File: src/rtl/systolic_pkg.sv
// ============================================================================
// Module : systolic_pkg
// Shared FSM state encoding and sizing helpers for the systolic operand feeder.
// Rev    : 1.0  initial release
// ============================================================================
`default_nettype none

package systolic_pkg;

   typedef enum logic [1:0] {
      IDLE  = 2'd0,
      CLEAR = 2'd1,
      FEED  = 2'd2,
      DRAIN = 2'd3
   } feeder_state_t;

   // Number of skewed feed steps for an n x n array.
   function automatic int feed_steps(input int n);
      return 3 * n - 2;
   endfunction

   function automatic int step_width(input int n);
      return $clog2(3 * n - 1);
   endfunction

   // True when element 'elem' of lane 'lane' is on the wavefront at 'step'.
   function automatic logic skew_hit(input int step, input int lane, input int elem);
      return (step == lane + elem);
   endfunction

endpackage

`default_nettype wire

File: src/rtl/systolic_feed_bank.sv
// ============================================================================
// Module : systolic_feed_bank
// NxN operand store with a row write port and a skewed read-out for step k.
// Rev    : 1.0  initial release
// ============================================================================
`default_nettype none

module systolic_feed_bank
   import systolic_pkg::*;
#(
   parameter int DATA_WIDTH = 8,
   parameter int N          = 4,
   parameter bit COL_SKEW   = 1'b0
) (
   input  logic                          clk,
   input  logic                          reset,
   input  logic                          wr_en,
   input  logic [$clog2(N)-1:0]          wr_row,
   input  logic [N*DATA_WIDTH-1:0]       wr_data,
   input  logic [$clog2(3*N-1)-1:0]      rd_step,
   output logic [N*DATA_WIDTH-1:0]       lanes
);

   localparam int ROW_W = $clog2(N);

   logic [N*DATA_WIDTH-1:0] mem_q [N];
   logic [N*DATA_WIDTH-1:0] mem_d [N];

   // Rows beyond N-1 match no entry, so such writes are simply dropped.
   always_comb begin
      for (int r = 0; r < N; r++) begin
         mem_d[r] = mem_q[r];
         if (wr_en && (wr_row == ROW_W'(r))) begin
            mem_d[r] = wr_data;
         end
      end
   end

   always_ff @(posedge clk or negedge reset) begin
      if (!reset) begin
         for (int r = 0; r < N; r++) begin
            mem_q[r] <= '0;
         end
      end else begin
         for (int r = 0; r < N; r++) begin
            mem_q[r] <= mem_d[r];
         end
      end
   end

   generate
      if (COL_SKEW == 1'b0) begin : g_row_skew
         // Lane i carries A[i][k-i].
         always_comb begin
            lanes = '0;
            for (int i = 0; i < N; i++) begin
               for (int c = 0; c < N; c++) begin
                  if (skew_hit(int'(rd_step), i, c)) begin
                     lanes[i*DATA_WIDTH +: DATA_WIDTH] = mem_q[i][c*DATA_WIDTH +: DATA_WIDTH];
                  end
               end
            end
         end
      end else begin : g_col_skew
         // Lane j carries B[k-j][j].
         always_comb begin
            lanes = '0;
            for (int j = 0; j < N; j++) begin
               for (int r = 0; r < N; r++) begin
                  if (skew_hit(int'(rd_step), j, r)) begin
                     lanes[j*DATA_WIDTH +: DATA_WIDTH] = mem_q[r][j*DATA_WIDTH +: DATA_WIDTH];
                  end
               end
            end
         end
      end
   endgenerate

endmodule

`default_nettype wire

File: src/rtl/systolic_feeder.sv
// ============================================================================
// Module : systolic_feeder
// Stores A/B and streams them skewed into an NxN systolic MAC array.
// Optional: FEEDER_DOUBLE_BUF_EN adds shadow banks that load during a run.
// Rev    : 1.0  initial release
// ============================================================================
`default_nettype none

module systolic_feeder
   import systolic_pkg::*;
#(
   parameter int DATA_WIDTH = 8,
   parameter int N          = 4
) (
   input  logic                          clk,
   input  logic                          reset,
   input  logic                          load_valid,
   output logic                          load_ready,
   input  logic                          load_sel,
   input  logic [$clog2(N)-1:0]          load_row,
   input  logic [N*DATA_WIDTH-1:0]       load_data,
   input  logic                          start,
   output logic                          busy,
   output logic                          done,
   output logic                          array_clear,
   output logic                          feed_valid,
   output logic [N*DATA_WIDTH-1:0]       row_operands_out,
   output logic [N*DATA_WIDTH-1:0]       col_operands_out
);

   localparam int STEP_W    = step_width(N);
   localparam int LAST_STEP = feed_steps(N) - 1;
   localparam int LANE_W    = N * DATA_WIDTH;

   feeder_state_t      state_q, state_d;
   logic [STEP_W-1:0]  step_q, step_d;
   logic               done_q, done_d;
   logic [LANE_W-1:0]  row_q, row_d;
   logic [LANE_W-1:0]  col_q, col_d;
   logic [LANE_W-1:0]  a_lanes, b_lanes;
   logic               load_acc;
   logic               start_acc;

   assign start_acc = start && (state_q == IDLE);
   assign load_acc  = load_valid && load_ready;

`ifdef FEEDER_DOUBLE_BUF_EN
   logic              bank_sel_q, bank_sel_d;
   logic [LANE_W-1:0] a0_lanes, a1_lanes, b0_lanes, b1_lanes;

   assign load_ready = 1'b1;
   assign bank_sel_d = start_acc ? ~bank_sel_q : bank_sel_q;

   // Loads target the inactive bank; start makes it the active one.
   systolic_feed_bank #(.DATA_WIDTH(DATA_WIDTH), .N(N), .COL_SKEW(1'b0)) u_a_bank0 (
      .clk(clk), .reset(reset), .wr_en(load_acc && !load_sel && bank_sel_q),
      .wr_row(load_row), .wr_data(load_data), .rd_step(step_d), .lanes(a0_lanes));
   systolic_feed_bank #(.DATA_WIDTH(DATA_WIDTH), .N(N), .COL_SKEW(1'b0)) u_a_bank1 (
      .clk(clk), .reset(reset), .wr_en(load_acc && !load_sel && !bank_sel_q),
      .wr_row(load_row), .wr_data(load_data), .rd_step(step_d), .lanes(a1_lanes));
   systolic_feed_bank #(.DATA_WIDTH(DATA_WIDTH), .N(N), .COL_SKEW(1'b1)) u_b_bank0 (
      .clk(clk), .reset(reset), .wr_en(load_acc && load_sel && bank_sel_q),
      .wr_row(load_row), .wr_data(load_data), .rd_step(step_d), .lanes(b0_lanes));
   systolic_feed_bank #(.DATA_WIDTH(DATA_WIDTH), .N(N), .COL_SKEW(1'b1)) u_b_bank1 (
      .clk(clk), .reset(reset), .wr_en(load_acc && load_sel && !bank_sel_q),
      .wr_row(load_row), .wr_data(load_data), .rd_step(step_d), .lanes(b1_lanes));

   assign a_lanes = bank_sel_q ? a1_lanes : a0_lanes;
   assign b_lanes = bank_sel_q ? b1_lanes : b0_lanes;

   always_ff @(posedge clk or negedge reset) begin
      if (!reset) begin
         bank_sel_q <= 1'b0;
      end else begin
         bank_sel_q <= bank_sel_d;
      end
   end
`else
   assign load_ready = (state_q == IDLE);

   systolic_feed_bank #(.DATA_WIDTH(DATA_WIDTH), .N(N), .COL_SKEW(1'b0)) u_a_bank (
      .clk(clk), .reset(reset), .wr_en(load_acc && !load_sel),
      .wr_row(load_row), .wr_data(load_data), .rd_step(step_d), .lanes(a_lanes));
   systolic_feed_bank #(.DATA_WIDTH(DATA_WIDTH), .N(N), .COL_SKEW(1'b1)) u_b_bank (
      .clk(clk), .reset(reset), .wr_en(load_acc && load_sel),
      .wr_row(load_row), .wr_data(load_data), .rd_step(step_d), .lanes(b_lanes));
`endif

   always_comb begin
      state_d = state_q;
      step_d  = step_q;
      done_d  = 1'b0;
      case (state_q)
         IDLE: begin
            if (start_acc) begin
               state_d = CLEAR;
               step_d  = '0;
            end
         end
         CLEAR: begin
            state_d = FEED;
            step_d  = '0;
         end
         FEED: begin
            if (step_q == STEP_W'(LAST_STEP)) begin
               state_d = DRAIN;
            end else begin
               step_d = step_q + STEP_W'(1);
            end
         end
         DRAIN: begin
            state_d = IDLE;
            done_d  = 1'b1;
         end
         default: begin
            state_d = IDLE;
         end
      endcase
      // Lanes are captured one cycle ahead so the outputs stay registered.
      row_d = (state_d == FEED) ? a_lanes : '0;
      col_d = (state_d == FEED) ? b_lanes : '0;
   end

   always_ff @(posedge clk or negedge reset) begin
      if (!reset) begin
         state_q <= IDLE;
         step_q  <= '0;
         done_q  <= 1'b0;
         row_q   <= '0;
         col_q   <= '0;
      end else begin
         state_q <= state_d;
         step_q  <= step_d;
         done_q  <= done_d;
         row_q   <= row_d;
         col_q   <= col_d;
      end
   end

   assign busy             = (state_q != IDLE);
   assign done             = done_q;
   assign array_clear      = (state_q == CLEAR);
   assign feed_valid       = (state_q == FEED);
   assign row_operands_out = row_q;
   assign col_operands_out = col_q;

endmodule

`default_nettype wire

File: config.mk
export PLATFORM = sky130hd
export DESIGN_NAME = systolic_feeder
export DESIGN_NICKNAME = d
export VERILOG_FILES = /design/src/rtl/systolic_pkg.sv /design/src/rtl/systolic_feed_bank.sv /design/src/rtl/systolic_feeder.sv
export SDC_FILE = /design/constraint.sdc
export NUM_CORES = 1
export LEC_CHECK = 0
export CAP_MARGIN = 20
export CORE_MARGIN = 4
export CORE_UTILIZATION = 45
export DETAILED_ROUTE_END_ITERATION = 8
export SETUP_SLACK_MARGIN = 0.3
export SLEW_MARGIN = 10
export SYNTH_ARGS = -nofsm -noshare
export SYNTH_HDL_FRONTEND = slang
export SYNTH_SLANG_ARGS = --single-unit
export TNS_END_PERCENT = 5
File: constraint.sdc
create_clock -name clk -period 2.8 [get_ports clk]
set_input_delay 0.7 -clock clk [delete_from_list [all_inputs] [get_ports clk]]
set_output_delay 0.7 -clock clk [all_outputs]
set_load 0.1 [all_outputs]
**Word-level counts from Yosys, hierarchy flattened**

Index checks and enable logic that the tools add are counted.

- Multiplexer cells: 41
- Add/sub/neg operators: 1
- Equal/unequal tests: 14
- Reduce and logical (&&, ||, !) cells: 17

Operators by type and width:

| operator | number |
|---|---|
| 2-to-1 mux 8 bit | 32 |
| 2-to-1 mux 32 bit | 2 |
| equality test 4 bit (second input constant) | 4 |
| logical AND 1 bit | 12 |
| one-hot mux 4 bit (3 select lines) | 1 |
| equality test 2 bit (second input constant) | 5 |
| equality test 4 x 3 -> 1 bit (second input constant) | 2 |
| 2-to-1 mux 4 bit | 2 |
| one-hot mux 2 bit (4 select lines) | 1 |
| adder 4 x 1 -> 4 bit (second input constant) | 1 |
| equality test 2 x 1 -> 1 bit (second input constant) | 2 |
| equality test 4 x 2 -> 1 bit (second input constant) | 1 |
| logical NOT 2 bit | 2 |
| logical NOT 4 bit | 1 |
| 2-to-1 mux 2 bit | 2 |
| nonzero test 2 bit | 1 |
| logical NOT 1 bit | 1 |
| 2-to-1 mux 1 bit | 1 |

- Register bits after elaboration: 327
- Logic and storage cells: 86
- Output and inout bits: 69

**Depth between registers and ports, before layout**

Gate-level depths: netlist of run 1.

- Depth in word-level cells: 10
- Depth in mapped cells: 12
- Depth with buffers taken out: 9

**Cells and area by module**

From an unflattened synthesis of run 1, not the netlist that was laid out.

- Cell total of the unflattened synthesis: 1077
- Area, all modules: 14571.5 µm²

Modules (own cells, without submodules):

| module | area an instance (µm²) | cells each | times used |
|---|---|---|---|
| systolic_feed_bank | 6013.3 | 444 | 2 |
| systolic_feeder | 2544.9 | 189 | 1 |

**Worst setup path after synthesis of run 1**

OpenSTA, ideal clock, no wires.

- Path kind: reg2reg
- Start point: register state_q[0]
- End point: register u_a_bank.mem_q[75] (netlist bit)
- Library setup time: 0.125 ns
- Data required time: 2.675 ns
- Stages on the path, launching flop included: 7
- Data arrival time: 3.569 ns
- Setup slack: -0.894 ns
- Path through: dfrtp_1 > inv_1 > ha_1 > inv_1 > nor4_1 > clkbuf_1 > mux2_2

- Longest elaborated chain between the ends: 4

RTL lines:

| element | line | RTL |
|---|---|---|
| start, declared | systolic_feeder.sv:35 | `feeder_state_t state_q, state_d;` |
| start signal, assigned | systolic_feeder.sv:132 | `state_q <= state_d;` |
| logical NOT 2 bit | systolic_feeder.sv:79 | `assign load_ready = (state_q == IDLE);` |
| net load_ready | systolic_feeder.sv:18 | `output logic load_ready,` |
| logical AND 1 bit | systolic_feeder.sv:45 | `assign load_acc = load_valid && load_ready;` |
| logical AND 1 bit | systolic_feeder.sv:82 | `.clk(clk), .reset(reset), .wr_en(load_acc && !load_sel),` |
| logical AND 1 bit | systolic_feed_bank.sv:33 | `if (wr_en && (wr_row == ROW_W'(r))) begin` |
| end signal, assigned by index | systolic_feed_bank.sv:46 | `mem_q[r] <= mem_d[r];` |
| end, declared | systolic_feed_bank.sv:26 | `logic [N*DATA_WIDTH-1:0] mem_q [N];` |

The timed path passes the listed nets, and every way through them passes these cells.
A chain may end at the register's enable or synchronous reset.

**Final worst setup path of run 1**

- Start point: register step_q[1]
- End point: register row_q[28], in the netlist row_operands_out[28]

- Longest elaborated chain between the ends: 9
- Elaborated cells on any way between the ends: 17
- Those cells by class: add/sub: 1; eq/ne: 6; mux: 10

RTL lines:

| element | line | RTL |
|---|---|---|
| start, declared | systolic_feeder.sv:36 | `logic [STEP_W-1:0] step_q, step_d;` |
| start signal, assigned | systolic_feeder.sv:133 | `step_q <= step_d;` |
| adder 4 x 1 -> 4 bit or equality test 4 bit (tied branches) | systolic_feeder.sv:108, systolic_feeder.sv:105 |  |
| 2-to-1 mux 4 bit | systolic_feeder.sv:105 | `if (step_q == STEP_W'(LAST_STEP)) begin` |
| one-hot mux 4 bit (3 select lines) | systolic_feeder.sv:93 | `case (state_q)` |
| equality test 4 x 3 -> 1 bit | systolic_pkg.sv:28 | `return (step == lane + elem);` |
| 2-to-1 mux 8 bit (4 in a row) | systolic_feed_bank.sv:58 | `if (skew_hit(int'(rd_step), i, c)) begin` |
| 2-to-1 mux 32 bit * | systolic_feeder.sv:120 | `row_d = (state_d == FEED) ? a_lanes : '0;` |
| net row_d[28] | systolic_feeder.sv:38 | `logic [LANE_W-1:0] row_q, row_d;` |
| end signal, assigned | systolic_feeder.sv:135 | `row_q <= row_d;` |
| end, declared | systolic_feeder.sv:38 |  |

Mark *: on every way through the listed nets, which the timed path passes. The rest lies on a longest branch.

==> impl_metrics.env, run 1 <==
export IMPL_ys_flop_type="dfrtp_1"
export IMPL_nFillCells=2453
export IMPL_hold_viol=0
export IMPL_p_leak_nw=7.84
export IMPL_p_total_mw=22.4
export IMPL_hpwl_um=22100
export IMPL_p_sw_mw=8.76
export IMPL_clock_latency_ns=0.51
export IMPL_area_growth_syn_to_layout_pct=22.0
export IMPL_crit_path_top_delay_cell="dfrtp_1"
export IMPL_fp_dieArea_um2=33500
export IMPL_yosysMostFrequentCell="dfrtp_1"
export IMPL_fmax_mhz=413
export IMPL_hold_path_class="input port to asynchronous set/reset pin"
export IMPL_dp_cells=1476
export IMPL_cts_buffers=36
export IMPL_vias=8723
export IMPL_syn_cell_area_um2=13800
export IMPL_path_class="flip-flop to flip-flop"
export IMPL_die_height_um=183
export IMPL_avgSynthCellArea_um2=13.9
export IMPL_r2r_slack_ns=0.38
export IMPL_die_w_um=183
export IMPL_ant_nets=0
export IMPL_clkTransAtPathRegs_ns=0.06
export IMPL_initial_core_util_pct=46.1
export IMPL_wl_um=36100
export IMPL_placed_area_um2=15700
export IMPL_instances_no_fill=1538
export IMPL_skew_ns=0.0194
export IMPL_p_seq_share_pct=35.4
export IMPL_yosysSeqAreaShare_pct=59.3
export IMPL_multi_input_area_um2=5350
export IMPL_num_rows=63
export IMPL_netlist_instances=992
export IMPL_fin_area_um2=16800
export IMPL_antenna_found_initial=2
export IMPL_via_per_inst=5.67
export IMPL_yosys_top_cells_count="327 x dfrtp_1, 251 x mux2_2, 57 x nand2_1, 37 x clkbuf_1, 33 x a22oi_1"
export IMPL_clock_sinks=327
export IMPL_drt_iter0_drc=498
export IMPL_status="finished, final reports clean"
export IMPL_cts_tree="done"
export IMPL_cp_cell_sequence="inv_1 -> ha_2 -> nand4b_1 -> and4_4 -> buf_4 -> nor4_4 -> buf_4 -> buf_12 -> a22oi_1 -> o32ai_1 -> o211a_1"
export IMPL_grt_usage_pct=21.6
export IMPL_max_stage_delay_ns=0.40
export IMPL_dr_pass1_iters=5
export IMPL_synthDistinctLibCells=53
export IMPL_worstPathArrival_ns=2.86
export IMPL_grt_max_degree=62
export IMPL_yosys_warnings=0
export IMPL_worst_setup_path_end_kind="flip-flop"
export IMPL_ff_latch_area_um2=8180
export IMPL_synth_edf_count=0
export IMPL_finalMaxSlewViolations=0
export IMPL_fin_nets=1172
export IMPL_boundaryPins=108
export IMPL_swShare_pct=39.2
export IMPL_postCtsHoldBufs=0
export IMPL_root_buffer="clkbuf_16"
export IMPL_final_layout_size_suffix_gt1_share_pct=41.1
export IMPL_ys_async_sr_fraction_pct=100
export IMPL_path_max_fanout=16
export IMPL_synthDominantCellAreaShare_pct=59.3
export IMPL_startpoint_type="flip-flop"
export IMPL_p_clk_share_pct=19.9
export IMPL_post_place_ws_ns=-0.145
export IMPL_setup_ws_ns=0.381
export IMPL_grt_pass1_vias=9091
export IMPL_core_um2=30000
export IMPL_period_share_pct=86.4
export IMPL_overflow=0
export IMPL_synthTopCellsByArea="dfrtp_1 59%, mux2_2 20%, o211a_1 2.3%"
export IMPL_setup_viol=0
export IMPL_required_ns=3.24
export IMPL_yosys_area_top_type="dfrtp_1"
export IMPL_gp_congestion=0.805
export IMPL_ys_ff_latch=327
export IMPL_internal_power_mw=13.6
export IMPL_post_route_min_period_ns=2.42
export IMPL_comb_power_share_pct=44.8
export IMPL_ir_drop_uv=718
export IMPL_powerDensity_nw_per_um2=1330
export IMPL_drv_cap=0
export IMPL_wl_per_cell_um=23.5
export IMPL_r2r_cells=11
export IMPL_h_tree_depth=2
export IMPL_port_buffers=107
export IMPL_timing_slew_headroom_pct=53.3
export IMPL_remaining_drc_errors=0
export IMPL_worstMarginPinSlew_ns=0.698
export IMPL_synth_nets=1038
export IMPL_grt_pass1_wl_um=55700
export IMPL_cts_buffer_depth=3
export IMPL_critPathMostFrequentCell="buf_4"
export IMPL_rsz0062_at_grt="no"
## what timing repair did
action                     4_1_cts  5_1_grt
setup endpoints to repair       21       61
buffers inserted                 0        2
resized for setup                1       10
pin swaps                        0        5
## flip-flops by register name, indices dropped and copies added, names as in the netlist
signal and flops:
col_operands_out 32, done 1, row_operands_out 32, state_q 2, step_q 4, u_a_bank.mem_q 128
u_b_bank.mem_q 128
## power by group through the flow
| stage | Clock [mW] | Sequential (mW) | Combinational (mW) |
|---|---|---|---|
| after floorplan | 0 | 9.60 | 5.36 |
| after global placement | 0 | 7.89 | 9.81 |
| after detailed placement | 0 | 7.96 | 9.92 |
| after CTS | 4.55 | 7.89 | 9.96 |
| after global routing | 4.73 | 8.16 | 10.7 |
| final | 4.44 | 7.90 | 10.0 |
## cell type report
type / count / share of cell area, %
antenna: 2 / 0.0297
clock buffer: 51 / 6.29
clock inverter: 7 / 0.230
inverter: 23 / 0.542
multi-input combinational: 574 / 31.8
sequential: 327 / 48.6
tap: 390 / 2.90
timing repair buffer: 164 / 9.66
## stage by stage
stage          utilization (%)  setup TNS, ns  hold slack, ns
3_3_place_gp              52.3          -2.11           0.461
5_1_grt                   56.2              0           0.178
3_5_place_dp              52.3          -3.56           0.467
2_1_floorplan                -              0           0.404
6_report                  56.2              0           0.144
4_1_cts                   56.0              0           0.151
## layout by cell type (no fill, tap or decap), types with 2 or more instances in the layout
cell type        instances
clkinv_2                 7
buf_4                  101
o221a_2                  6
nor2_4                   4
buf_12                  23
o32ai_1                 13
diode_2                  2
o2bb2ai_1               16
o221a_1                 10
nor2_1                  18
nand2_1                 57
ha_4                     2
a21oi_1                  2
or3_1                   16
inv_2                    3
clkbuf_16               37
dfrtp_1                327
inv_1                   18
ha_1                     4
clkbuf_8                 8
o21ai_0                 16
nand3_1                  3
mux2i_1                 16
o32ai_2                  4
nor3_2                   2
nand2b_1                 3
clkbuf_1                 6
a31oi_1                 17
nor4_4                   2
o211a_1                 32
a22oi_1                 32
or2_4                    2
buf_6                    2
nand3b_1                 2
mux2_2                 239
clkdlybuf4s50_1         37
o22ai_1                 16
mux2_1                   5
mux2_4                  13
## worst max-delay path: cells and delay by family (launching register included)
family          cells  cell delay, ns
compound gates      3            0.47
fa+ha+maj           1            0.23
buf+inv             4            0.59
flops               1            0.40
simple gates        3            0.64
## kinds of logic (layout without fill, tap and decap cells)
kind of cell	after synthesis	in the layout	share of synthesized area, %
buffers and inverters	91	245	3.19
AND/OR/NAND/NOR	124	124	4.65
AO/OA/AOI/OAI	170	170	10.1
multiplexers	273	273	22.1
other	0	2	0
flip-flops	327	327	59.3
adder cells (fa/ha/maj)	7	7	0.634
## path summary, 6_finish.rpt
check                                                    start                              to
worst max-delay path                       step_q[1]$_DFF_PN0_  row_operands_out[28]$_DFF_PN0_
worst min-delay path                                     reset   u_b_bank.mem_q[7]$_DFFE_PN0P_
worst max register to register             step_q[1]$_DFF_PN0_  row_operands_out[28]$_DFF_PN0_
worst min register to register  u_b_bank.mem_q[15]$_DFFE_PN0P_  col_operands_out[15]$_DFF_PN0_
max in group asynchronous                                reset  u_b_bank.mem_q[81]$_DFFE_PN0P_
min in group clk                u_b_bank.mem_q[15]$_DFFE_PN0P_  col_operands_out[15]$_DFF_PN0_
## layer usage
| layer | up-vias | GRT usage (%) | wire (um) |
|---|---|---|---|
| met4 | 0 | 5.51 | 769 |
| met1 | 4554 | 32.3 | 17200 |
| li1 | 3902 | - | - |
| met3 | 44 | 2.84 | 1780 |
| met5 | - | 0 | 0 |
| met2 | 223 | 33.7 | 16400 |
Power figures use the tool's default switching activity.
==> inputs of run 2 (changes only) <==
--- a/config.mk
+++ b/config.mk
@@ -9,7 +9,9 @@
 export CORE_MARGIN = 4
 export CORE_UTILIZATION = 45
 export DETAILED_ROUTE_END_ITERATION = 8
+export HOLD_SLACK_MARGIN = 0.12
 export SETUP_SLACK_MARGIN = 0.3
+export SKIP_LAST_GASP = 1
 export SLEW_MARGIN = 10
 export SYNTH_ARGS = -nofsm -noshare
 export SYNTH_HDL_FRONTEND = slang
==> constraint.sdc (replaced) <==
create_clock -name clk -period 2.45 [get_ports clk]
set_input_delay 0.6125 -clock clk [delete_from_list [all_inputs] [get_ports clk]]
set_output_delay 0.6125 -clock clk [all_outputs]
set_load 0.1 [all_outputs]
==> impl_metrics.env, run 2 (synthesis results as in run 1) <==
export IMPL_status="finished, final reports clean"
export IMPL_multi_input_area_um2=5510
export IMPL_ir_drop_uv=712
export IMPL_h_tree_depth=2
export IMPL_final_layout_size_suffix_gt1_share_pct=45.1
export IMPL_dp_cells=1492
export IMPL_largestRegisters="u_a_bank.mem_q (128), u_b_bank.mem_q (128)"
export IMPL_vias=8924
export IMPL_path_class="flip-flop to flip-flop"
export IMPL_grt_max_degree=69
export IMPL_hpwl_um=23100
export IMPL_initial_core_util_pct=46.1
export IMPL_fin_area_um2=17500
export IMPL_max_stage_delay_ns=0.42
export IMPL_ant_nets=0
export IMPL_hold_path_class="flip-flop to flip-flop"
export IMPL_num_rows=63
export IMPL_fin_nets=1206
export IMPL_gp_congestion=0.812
export IMPL_p_leak_nw=8.14
export IMPL_setup_viol=0
export IMPL_dr_pass1_iters=5
export IMPL_clock_sinks=327
export IMPL_cts_buffer_depth=3
export IMPL_grt_pass1_vias=9196
export IMPL_instances_no_fill=1575
export IMPL_cts_tree="done"
export IMPL_port_buffers=107
export IMPL_post_route_min_period_ns=2.34
export IMPL_boundaryPins=108
export IMPL_grt_usage_pct=22.0
export IMPL_rsz0062_at_grt="yes"
export IMPL_path_max_fanout=6
export IMPL_fp_dieArea_um2=33500
export IMPL_hold_start="u_a_bank.mem_q[93]$_DFFE_PN0P_"
export IMPL_period_share_pct=95.5
export IMPL_ff_latch_area_um2=8180
export IMPL_cp_cell_sequence="inv_2 -> ha_4 -> nand4b_1 -> and4_4 -> buf_6 -> nor4_4 -> buf_6 -> buf_6 -> a22oi_2 -> o32ai_2 -> o211a_1"
export IMPL_worstPathArrival_ns=2.79
export IMPL_worstMarginPinSlew_ns=0.675
export IMPL_clock_latency_ns=0.51
export IMPL_hold_viol=0
export IMPL_die_w_um=183
export IMPL_grt_pass1_wl_um=56700
export IMPL_wl_per_cell_um=23.5
export IMPL_worst_setup_path_end_kind="flip-flop"
export IMPL_wl_um=37000
export IMPL_drv_cap=0
export IMPL_overflow=0
export IMPL_startpoint_type="flip-flop"
export IMPL_cts_buffers=36
export IMPL_nFillCells=2446
export IMPL_startpoint="state_q[0]$_DFF_PN0_"
export IMPL_final_common_cell="dfrtp_1"
export IMPL_root_buffer="clkbuf_16"
export IMPL_layout_common_cells="327 x dfrtp_1, 237 x mux2_2, 118 x buf_4"
export IMPL_placed_area_um2=15800
export IMPL_p_total_mw=27.3
export IMPL_remaining_drc_errors=0
export IMPL_powerDensity_nw_per_um2=1560
export IMPL_crit_path_top_delay_cell="dfrtp_1"
export IMPL_skew_ns=0.0155
export IMPL_antennaDiodeCount=0
export IMPL_r2r_start="state_q[0]$_DFF_PN0_"
export IMPL_timing_slew_headroom_pct=54.9
export IMPL_fmax_mhz=427
export IMPL_drt_iter0_drc=531
export IMPL_finalMaxSlewViolations=0
export IMPL_core_um2=30000
export IMPL_area_growth_syn_to_layout_pct=26.9
export IMPL_clkTransAtPathRegs_ns=0.06
export IMPL_via_per_inst=5.67
export IMPL_critPathMostFrequentCell="buf_6"
export IMPL_antenna_found_initial=0
export IMPL_required_ns=2.89
export IMPL_die_height_um=183
==> run 2: cell type report <==
class | instances | area share (%)
Sequential cell | 327 | 46.7
Multi-Input combinational cell | 574 | 31.5
Timing Repair Buffer | 198 | 11.3
Clock buffer | 51 | 5.99
Tap cell | 390 | 2.79
Clock inverter | 12 | 1.24
Inverter | 23 | 0.521
==> run 2: through the flow <==
stage	hold WS [ns]	TNS, ns	utilization (%)	setup WS [ns]
6_report	0.474	0	58.5	0.109
4_1_cts	0.478	0	57.7	0.136
3_5_place_dp	0.465	-22.55	52.8	-0.440
5_1_grt	0.492	0	58.5	0.0147
3_3_place_gp	0.459	-21.32	52.8	-0.433
2_1_floorplan	0.317	-26.89	-	-0.287
==> run 2: timing repair <==
item / in CTS / in global routing
gates resized for setup: 18 / 34
hold buffers: 1 / 0
setup buffers: 11 / 8
endpoints found under the setup margin: 67 / 164
pin swaps: 7 / 26
endpoints found under the hold margin: 36 / 0
==> run 2: worst max-delay path: cells and delay by family (launching register included) <==
kind                     cells  cell delay (ns)
AO/OA/AOI/OAI                3             0.38
adder cells (fa/ha/maj)      1             0.17
buffers and inverters        4             0.59
flip-flops                   1             0.42
AND/OR/NAND/NOR              3             0.72
==> run 2: metal layers <==
metal	up-vias	global-route usage, %	routed length, um
met3	58	3.63	1570
li1	3984	-	-
met2	196	34.2	16900
met5	-	0	0
met4	0	5.30	816
met1	4686	32.7	17700
==> run 2: path summary, 6_finish.rpt <==
| kind | endpoint | slack [ns] | depth (start not counted) |
|---|---|---|---|
| worst max-delay path | col_operands_out[31]$_DFF_PN0_ | 0.11 | 11 |
| worst min-delay path | row_operands_out[13]$_DFF_PN0_ | 0.47 | 1 |
| worst max register to register | col_operands_out[31]$_DFF_PN0_ | 0.11 | 11 |
| worst min register to register | row_operands_out[13]$_DFF_PN0_ | 0.47 | 1 |
| max in group asynchronous | u_b_bank.mem_q[9]$_DFFE_PN0P_ | 1.13 | 3 |
| min in group asynchronous | col_operands_out[3]$_DFF_PN0_ | 0.61 | 2 |
==> run 2: power breakdown <==
group | switching (mW) | internal (mW) | total, mW
clock | 2.14 | 3.61 | 5.75
sequential | 1.20 | 7.85 | 9.05
combinational | 7.17 | 5.31 | 12.5
total | 10.5 | 16.8 | 27.3
==> inputs of run 3 (changes only) <==
--- a/config.mk
+++ b/config.mk
@@ -5,7 +5,6 @@
 export SDC_FILE = /design/constraint.sdc
 export NUM_CORES = 1
 export LEC_CHECK = 0
-export CAP_MARGIN = 20
 export CORE_MARGIN = 4
 export CORE_UTILIZATION = 45
 export DETAILED_ROUTE_END_ITERATION = 8
==> results of run 3 <==
No change in the layout: final DEF, timing and power equal those of run 2.
